[src/rtl/lc3_pkg.sv]
// Shared LC-3 datapath types, condition-code constants and sign-extension helpers.
package lc3_pkg;

  typedef logic [2:0] reg_idx_t;
  typedef logic [2:0] nzp_t;

  localparam nzp_t     NZP_N  = 3'b100;
  localparam nzp_t     NZP_Z  = 3'b010;
  localparam nzp_t     NZP_P  = 3'b001;
  localparam reg_idx_t REG_R7 = 3'd7;

  function automatic logic [15:0] sext5(input logic [4:0] imm);
    return {{11{imm[4]}}, imm};
  endfunction

  function automatic logic [15:0] sext6(input logic [5:0] imm);
    return {{10{imm[5]}}, imm};
  endfunction

  function automatic logic [15:0] sext9(input logic [8:0] imm);
    return {{7{imm[8]}}, imm};
  endfunction

  function automatic logic [15:0] sext11(input logic [10:0] imm);
    return {{5{imm[10]}}, imm};
  endfunction

endpackage

[src/rtl/lc3_nzp_unit.sv]
// NZP condition-code register and branch-enable latch.
module lc3_nzp_unit
  import lc3_pkg::*;
#(
  parameter int unsigned DATA_W = 16
) (
  input  logic              Clk,
  input  logic              Reset,
  input  logic              LD_CC,
  input  logic              LD_BEN,
  input  logic [DATA_W-1:0] Bus_In,
  input  logic [2:0]        IR_nzp,
  output nzp_t              NZP,
  output logic              BEN
);

  nzp_t nzp_q, nzp_d, nzp_new;
  logic ben_q, ben_d;

  always_comb begin
    nzp_new = NZP_P;
    if (Bus_In[DATA_W-1]) begin
      nzp_new = NZP_N;
    end else if (Bus_In == '0) begin
      nzp_new = NZP_Z;
    end
  end

  // BEN is evaluated against nzp_q, so a same-edge LD_CC never affects it.
  always_comb begin
    nzp_d = nzp_q;
    ben_d = ben_q;
    if (LD_CC) begin
      nzp_d = nzp_new;
    end
    if (LD_BEN) begin
      ben_d = |(IR_nzp & nzp_q);
    end
  end

  always_ff @(posedge Clk) begin
    if (Reset) begin
      nzp_q <= NZP_Z;
      ben_q <= 1'b0;
    end else begin
      nzp_q <= nzp_d;
      ben_q <= ben_d;
    end
  end

  assign NZP = nzp_q;
  assign BEN = ben_q;

endmodule

[src/rtl/lc3_operand_regfile.sv]
// LC-3 register file R0-R7 with ALU operand muxing, writeback, NZP and BEN.
// Optional write-to-read bypass is enabled by defining LC3_REGFILE_BYPASS_EN.
module lc3_operand_regfile
  import lc3_pkg::*;
#(
  parameter int unsigned DATA_W   = 16,
  parameter int unsigned NUM_REGS = 8
) (
  input  logic              Clk,
  input  logic              Reset,
  input  logic [15:0]       IR,
  input  logic [DATA_W-1:0] Bus_In,
  input  logic              LD_REG,
  input  logic              LD_CC,
  input  logic              LD_BEN,
  input  logic              DRMUX,
  input  logic              SR1MUX,
  output logic [DATA_W-1:0] SR1_Out,
  output logic [DATA_W-1:0] ALU_B,
  output logic [2:0]        NZP,
  output logic              BEN
);

  localparam int unsigned IdxW = $clog2(NUM_REGS);

  logic [DATA_W-1:0] regs_q [NUM_REGS];
  logic [DATA_W-1:0] regs_d [NUM_REGS];

  reg_idx_t          dr, sr1, sr2;
  logic [DATA_W-1:0] sr1_val, sr2_val, imm_ext;
  logic              unused_ir;

  assign unused_ir = ^IR[15:12];

  assign dr      = DRMUX  ? REG_R7   : IR[11:9];
  assign sr1     = SR1MUX ? IR[11:9] : IR[8:6];
  assign sr2     = IR[2:0];
  assign imm_ext = {{(DATA_W-5){IR[4]}}, IR[4:0]};

  always_comb begin
    for (int i = 0; i < NUM_REGS; i++) begin
      regs_d[i] = regs_q[i];
    end
    if (LD_REG) begin
      regs_d[IdxW'(dr)] = Bus_In;
    end
  end

  always_ff @(posedge Clk) begin
    if (Reset) begin
      for (int i = 0; i < NUM_REGS; i++) begin
        regs_q[i] <= '0;
      end
    end else begin
      for (int i = 0; i < NUM_REGS; i++) begin
        regs_q[i] <= regs_d[i];
      end
    end
  end

  always_comb begin
    sr1_val = regs_q[IdxW'(sr1)];
    sr2_val = regs_q[IdxW'(sr2)];
`ifdef LC3_REGFILE_BYPASS_EN
    // Forward the in-flight writeback so dependent ops see it this cycle.
    if (LD_REG && (dr == sr1)) begin
      sr1_val = Bus_In;
    end
    if (LD_REG && (dr == sr2)) begin
      sr2_val = Bus_In;
    end
`endif
  end

  assign SR1_Out = sr1_val;
  assign ALU_B   = IR[5] ? imm_ext : sr2_val;

  lc3_nzp_unit #(
    .DATA_W (DATA_W)
  ) u_nzp_unit (
    .Clk    (Clk),
    .Reset  (Reset),
    .LD_CC  (LD_CC),
    .LD_BEN (LD_BEN),
    .Bus_In (Bus_In),
    .IR_nzp (IR[11:9]),
    .NZP    (NZP),
    .BEN    (BEN)
  );

endmodule

[config.mk]
export PLATFORM = sky130hd
export DESIGN_NAME = lc3_operand_regfile
export DESIGN_NICKNAME = d
export VERILOG_FILES = /design/src/rtl/lc3_pkg.sv /design/src/rtl/lc3_nzp_unit.sv /design/src/rtl/lc3_operand_regfile.sv
export SDC_FILE = /design/constraint.sdc
export NUM_CORES = 1
export LEC_CHECK = 0
export CAP_MARGIN = 20
export CORE_AREA = 2 2 111 113
export DETAILED_ROUTE_END_ITERATION = 10
export DIE_AREA = 0 0 113 115
export PLACE_DENSITY = 0.87
export SLEW_MARGIN = 20
export SYNTH_ARGS = -nofsm -noshare
export SYNTH_HDL_FRONTEND = slang
export SYNTH_SLANG_ARGS = --single-unit
[constraint.sdc]
create_clock -name Clk -period 9.8 [get_ports Clk]
set_input_delay 2.94 -clock Clk [delete_from_list [all_inputs] [get_ports Clk]]
set_output_delay 2.94 -clock Clk [all_outputs]
set_load 0.05 [all_outputs]
; Yosys cells after proc, flatten, opt, wreduce, memory -nomap -nowiden
; Memories as Yosys holds them, arrays and structs flattened.
; Index checks and enable logic that the tools add are counted.
; W data, S select, Z words.
[op_classes]
order_cmp = 2
muxes = 20
bitwise = 10
reduce_logical = 3
[op_table]
columns = cell, n
row1 = $mux W16, 10
row2 = $bwmux W128, 1
row3 = $mux W128, 1
row4 = $demux W16 S3, 1
row5 = $logic_not A16 Y1, 1
row6 = $mux W3, 3
row7 = $or A1 B1 Y1, 8
row8 = $ge A4 B4 Y1 const B, 1
row9 = $lt A4 B1 Y1 const B, 1
row10 = $not A3 Y4, 1
row11 = $and A3 B3 Y3, 1
row12 = $mux W1, 3
row13 = $reduce_or A3 Y1, 1
row14 = $mux W2, 1
row15 = $logic_and A1 B1 Y1, 1
[totals]
regBits = 4
mem_bits_rw = 128
inputBits = 39
out_inout_bits = 36
memories = 1
[mem_list]
columns = name, words, width, read_ports, rd_ports_with_merged_regs, write_ports, line_no
row1 = regs_q, 8, 16, 10, 0, 8, lc3_operand_regfile.sv:26  ; logic [DATA_W-1:0] regs_q [NUM_REGS];

; Logic depth before layout (Yosys ltp)
[depth]
depth_word = 9
ltp_mapped = 8
depth_no_buf = 4

; By module
; From an unflattened synthesis, not the netlist that was laid out.
[unflattened]
cells_unflattened = 792
area_unflattened_um2 = 7084.3
[modules_own_cells]
columns = mod, instances, cells_per_inst, area_each_um2, seq_area_each_um2
row1 = lc3_operand_regfile, 1, 771, 6881.6, 2562.5
row2 = lc3_nzp_unit, 1, 21, 202.7, 80.1

; Worst setup path before layout
; No wires, ideal clock.
[synth_timing]
path_type = input to output
from = input IR[2]
to = output ALU_B[11]
arrival_time_ns = 4.477
slack_ns = 2.383
path_stages = 5
path_cell_list = buf_2 buf_2 buf_2 mux4_2 a221o_1
[synth_between]
elab_chain_len = 2
[synth_lines]
columns = element, line_no
row1 = start: declaration, lc3_operand_regfile.sv:11  ; input logic [15:0] IR,
row2 = $mem_v2 Z8 W16, -
row3 = $mux W16, lc3_operand_regfile.sv:76  ; assign ALU_B = IR[5] ? imm_ext : sr2_val;
row4 = end: declaration, lc3_operand_regfile.sv:19  ; output logic [DATA_W-1:0] ALU_B,
; Every way passes these cells.

; Worst setup path after layout
[layout_timing]
from = input IR[11]
to = output SR1_Out[10]
[layout_between]
elab_chain_len = 2
[layout_lines]
columns = element, line_no
row1 = $mux W3, lc3_operand_regfile.sv:36  ; assign sr1 = SR1MUX ? IR[11:9] : IR[8:6];
row2 = $mem_v2 Z8 W16, -
row3 = end: declaration, lc3_operand_regfile.sv:18  ; output logic [DATA_W-1:0] SR1_Out,
; Every way passes these cells.

==> results.md <==
Finish:
- The synthesis-to-layout area growth is 17.5%.
- Leaving out fill and tap cells, the most frequent cells in the layout are sky130_fd_sc_hd__nand2_1 (136), sky130_fd_sc_hd__dfxtp_1 (132), sky130_fd_sc_hd__mux2i_1 (113).
- The number of nets in the finished design is 843.
- The most common cell after layout, fill and taps aside is sky130_fd_sc_hd__nand2_1.
- The count of antenna diodes in the layout is 0.
- The filler cells instantiated in the layout total 834.
- In the final layout, the share of cells above drive strength 1 is 11.5%.

Flow run:
- Across the run, the number of max-cap violations was 0.

GRT:
- Entering global routing, the biggest net connects 70 pins.
- The global-route wire length before repair is 32900 um.
- The number of global-route vias before repair came to 6418.
- Global routing used 32.6% of the available tracks.
- The number of antenna violations at the first check in global routing came to 0.
- In the global route stage, met2 resource usage came out at 53.3%.
- The met1 track utilization from global routing is 39.1%.
- For this run, global-route usage on met3 was measured as 8.70%.
- The layer flagged by global routing as most heavily used is met2.
- The remaining global-route overflow is 0.

Route:
- In this run the remaining antenna-violating nets after routing total 0.
- The mean routed wirelength per cell is 21.7 um.
- Detailed routing inserted a total of 6449 vias.
- The total wirelength of the detailed-routed design is 20900 um.
- The residual DRC count is 5.
- The first routing iteration left 880 violations.
- After detailed routing, the number of vias per cell comes to 6.69.
- The number of detailed-route iterations in the first pass is 8.

Worst setup path:
- The critical path in this run is classified as input port to primary output.
- The maximum fanout along the worst path is 16.
- The end point of the critical path is SR1_Out[10].
- STA classifies the critical path endpoint as a primary output.
- The critical path starts at IR[11].
- The worst setup path is launched from an input port.
- In this run the critical register-to-register path is launched from u_nzp_unit.NZP[0].
- The required time reported for the critical path endpoint is 6.86 ns.
- The register-to-register setup slack is 8.87 ns.
- The endpoint identified for the worst register-to-register timing path is u_nzp_unit.BEN.
- Measured in cells, the most critical reg-to-reg path has a length of 2.
- STA puts the critical path data arrival time at 5.94 ns.

Power and ir drop:
- The sum of internal, switching and leakage power is 1480 uW.
- Across the VDD grid, the largest voltage drop is 0.144 mV.
- Power spread over the standard cell area amounts to 180 nW/um^2.
- For this design the static power due to leakage is 0.00314 uW.

Timing:
- The count of final hold-check violations is 0.
- The share of the clock period used by the worst path after layout is 90.6%.
- The relative max-transition margin is 29.9%.
- Setup violations remaining at the end of the flow were counted as 0.
- Setup repair after global routing left no endpoint under its margin.
- The number of pins exceeding their max-slew limit in the final report is 0.
- The worst path needs 8.88 ns of the cycle, external delays included.
- The actual transition at the worst max-transition pin is 1.05 ns.
- The clock arrives with 0.00226 ns of skew.
- The highest attainable clock frequency is 113 MHz.
- After routing, the total negative slack on setup checks comes to 0 ns.

Die:
- The height of the die is 115 um.
- Pin placement for this block handled 75 I/O pins.
- The total area inside the core boundary comes to 11800 sq um.
- The number of placement rows is 40.
- The effective utilization at floorplan is 59.2%.
- The horizontal extent of the die is 113 um.
- The die covers 13000 sq um.

Clocking:
- Clock tree synthesis selected as its root buffer the cell sky130_fd_sc_hd__clkbuf_16.
- In this run the number of H-tree levels came out at 4.
- TritonCTS built the clock tree.
- Clock tree synthesis inserted a total of 17 buffers.
- The later pin in the worst-skew pair is clocked with a latency of 0.43 ns.
- Once the clock tree was built, the resizer swapped 0 gates to a different size.
- The clock net in this run drives a total of 132 sinks.
- In this run the deepest clock path goes through 2 buffers.
- For this design, the CTS-stage hold fixing added 0 buffers.
- The number of setup buffers added after CTS is 0.
- After clock tree synthesis, the clock-pin slew on the worst setup and hold paths is 0.06 ns.

Status:
- The flow ran to the end, but the final reports show violations.
- The checks that failed: DRC.

Min path:
- In this run the worst hold path is classified as flip-flop to flip-flop.
- The startpoint identified for the worst hold timing path is regs_q[0][13].

Logic synthesis:
- The total standard cell area after synthesis is 7000 sq um.
- Counting distinct cell types in the post-synthesis netlist gives 39.
- For this run, the number of Yosys warnings is 0.
- The average cell area after synthesis is 8.99 sq um.
- Synthesis inferred 132 register bits.
- Synthesis produced a netlist with a net count of 817.
- In the synthesized netlist, the number of instances is 778.
- Of the synthesized area, sequential elements account for 37.8%.

Placement:
- Input and output buffers added on the ports amount to 70.
- The weighted congestion reported at the end of routability-driven placement is 0.829.
- The placed wire-length estimate after detailed placement is 12100 um.
-- metrics by stage --
step	instance area [sq um]	instances	hold slack, ns	setup WS (ns)	util [%]
finish	8220	964	0.479	0.925	69.6
floorplan	7000	778	0.446	2.38	-
global route	8220	964	0.501	0.838	69.6
CTS	8220	964	0.476	1.01	69.6
global placement	7570	932	0.459	1.12	64.1
detailed placement	7570	932	0.466	1.06	64.1
-- cells by family (layout without fill, tap and decap cells) --
logic type      Yosys count  count (layout)  synth area share, %
simple gates            326             326                 20.5
compound gates           90              90                 8.59
flops                   132             132                 37.8
buf+inv                  83             122                 6.37
mux                     147             147                 26.8
-- layout make-up --
cell class                      instances  area, sq um  share of cell area, %
Clock inverter                         13          196                   2.39
Multi-Input combinational cell        563         3920                   47.7
Clock buffer                           19          453                   5.51
Inverter                                4         15.0                  0.183
Timing Repair Buffer                   86          808                   9.83
Tap cell                              147          184                   2.24
Sequential cell                       132         2640                   32.2
-- synth_stat cells --
master | n | area (sq um)
sky130_fd_sc_hd__o21ai_0 | 19 | 95.1
sky130_fd_sc_hd__nor2_2 | 1 | 6.26
sky130_fd_sc_hd__and3_1 | 17 | 106
sky130_fd_sc_hd__a32o_1 | 1 | 10.0
sky130_fd_sc_hd__buf_2 | 29 | 145
sky130_fd_sc_hd__a211oi_1 | 1 | 7.51
sky130_fd_sc_hd__inv_1 | 4 | 15.0
sky130_fd_sc_hd__nand4_1 | 1 | 6.26
sky130_fd_sc_hd__buf_6 | 8 | 90.1
sky130_fd_sc_hd__nand3b_1 | 1 | 7.51
sky130_fd_sc_hd__buf_4 | 7 | 52.6
sky130_fd_sc_hd__mux2_2 | 1 | 11.3
sky130_fd_sc_hd__nand3_1 | 49 | 245
sky130_fd_sc_hd__nor3_4 | 2 | 32.5
sky130_fd_sc_hd__a22o_1 | 1 | 8.76
sky130_fd_sc_hd__a21oi_1 | 33 | 165
sky130_fd_sc_hd__nor3b_2 | 1 | 12.5
sky130_fd_sc_hd__nand2_1 | 136 | 510
sky130_fd_sc_hd__dfxtp_1 | 132 | 2640
sky130_fd_sc_hd__and2_1 | 1 | 6.26
sky130_fd_sc_hd__o21ai_1 | 2 | 10.0
sky130_fd_sc_hd__a22oi_1 | 1 | 7.51
sky130_fd_sc_hd__nor4_1 | 4 | 25.0
sky130_fd_sc_hd__nor2_1 | 106 | 398
sky130_fd_sc_hd__clkbuf_1 | 34 | 128
sky130_fd_sc_hd__mux4_2 | 32 | 721
sky130_fd_sc_hd__nand2b_1 | 2 | 12.5
sky130_fd_sc_hd__o21ai_2 | 1 | 8.76
sky130_fd_sc_hd__nor4_4 | 1 | 21.3
sky130_fd_sc_hd__a32oi_1 | 16 | 140
sky130_fd_sc_hd__mux2i_1 | 114 | 1140
sky130_fd_sc_hd__nand2b_4 | 1 | 13.8
sky130_fd_sc_hd__buf_8 | 1 | 15.0
sky130_fd_sc_hd__nor2b_1 | 1 | 6.26
sky130_fd_sc_hd__nand4_2 | 1 | 12.5
sky130_fd_sc_hd__a222oi_1 | 2 | 20.0
sky130_fd_sc_hd__nand3b_2 | 1 | 11.3
sky130_fd_sc_hd__a221o_1 | 12 | 120
sky130_fd_sc_hd__o31ai_1 | 1 | 7.51
-- worst max-delay path, stage by stage --
cell and delay, ns:
sky130_fd_sc_hd__clkdlybuf4s50_1 0.82, sky130_fd_sc_hd__a32o_1 0.96, sky130_fd_sc_hd__nand3_1 0.23, sky130_fd_sc_hd__and3_1 0.26
sky130_fd_sc_hd__clkdlybuf4s50_1 0.71
-- power by group --
part | internal (uW) | switching, uW
Combinational | 76.6 | 146
Clock | 443 | 256
Sequential | 547 | 8.41
Total | 1070 | 410
-- sequential cells by signal (all words and copies together), names as in the netlist --
register / flops
regs_q: 128
u_nzp_unit.NZP: 3
u_nzp_unit.BEN: 1
-- layer usage --
metal  vias up  share of wire, %
met5         -                 0
met3       110                12
met4         0               4.9
met2       488                47
li1       2788                 -
met1      3063                36
-- worst min-delay path by stage --
stage / to / slack [ns] / cells past startpoint
floorplan: regs_q[0][0] / 0.45 / 2
global placement: regs_q[0][14] / 0.46 / 2
detailed placement: regs_q[0][1] / 0.47 / 2
CTS: regs_q[0][13] / 0.48 / 2
global route: regs_q[0][3] / 0.50 / 2
finish: regs_q[0][13] / 0.48 / 2
(Power assumes the default switching activity.)
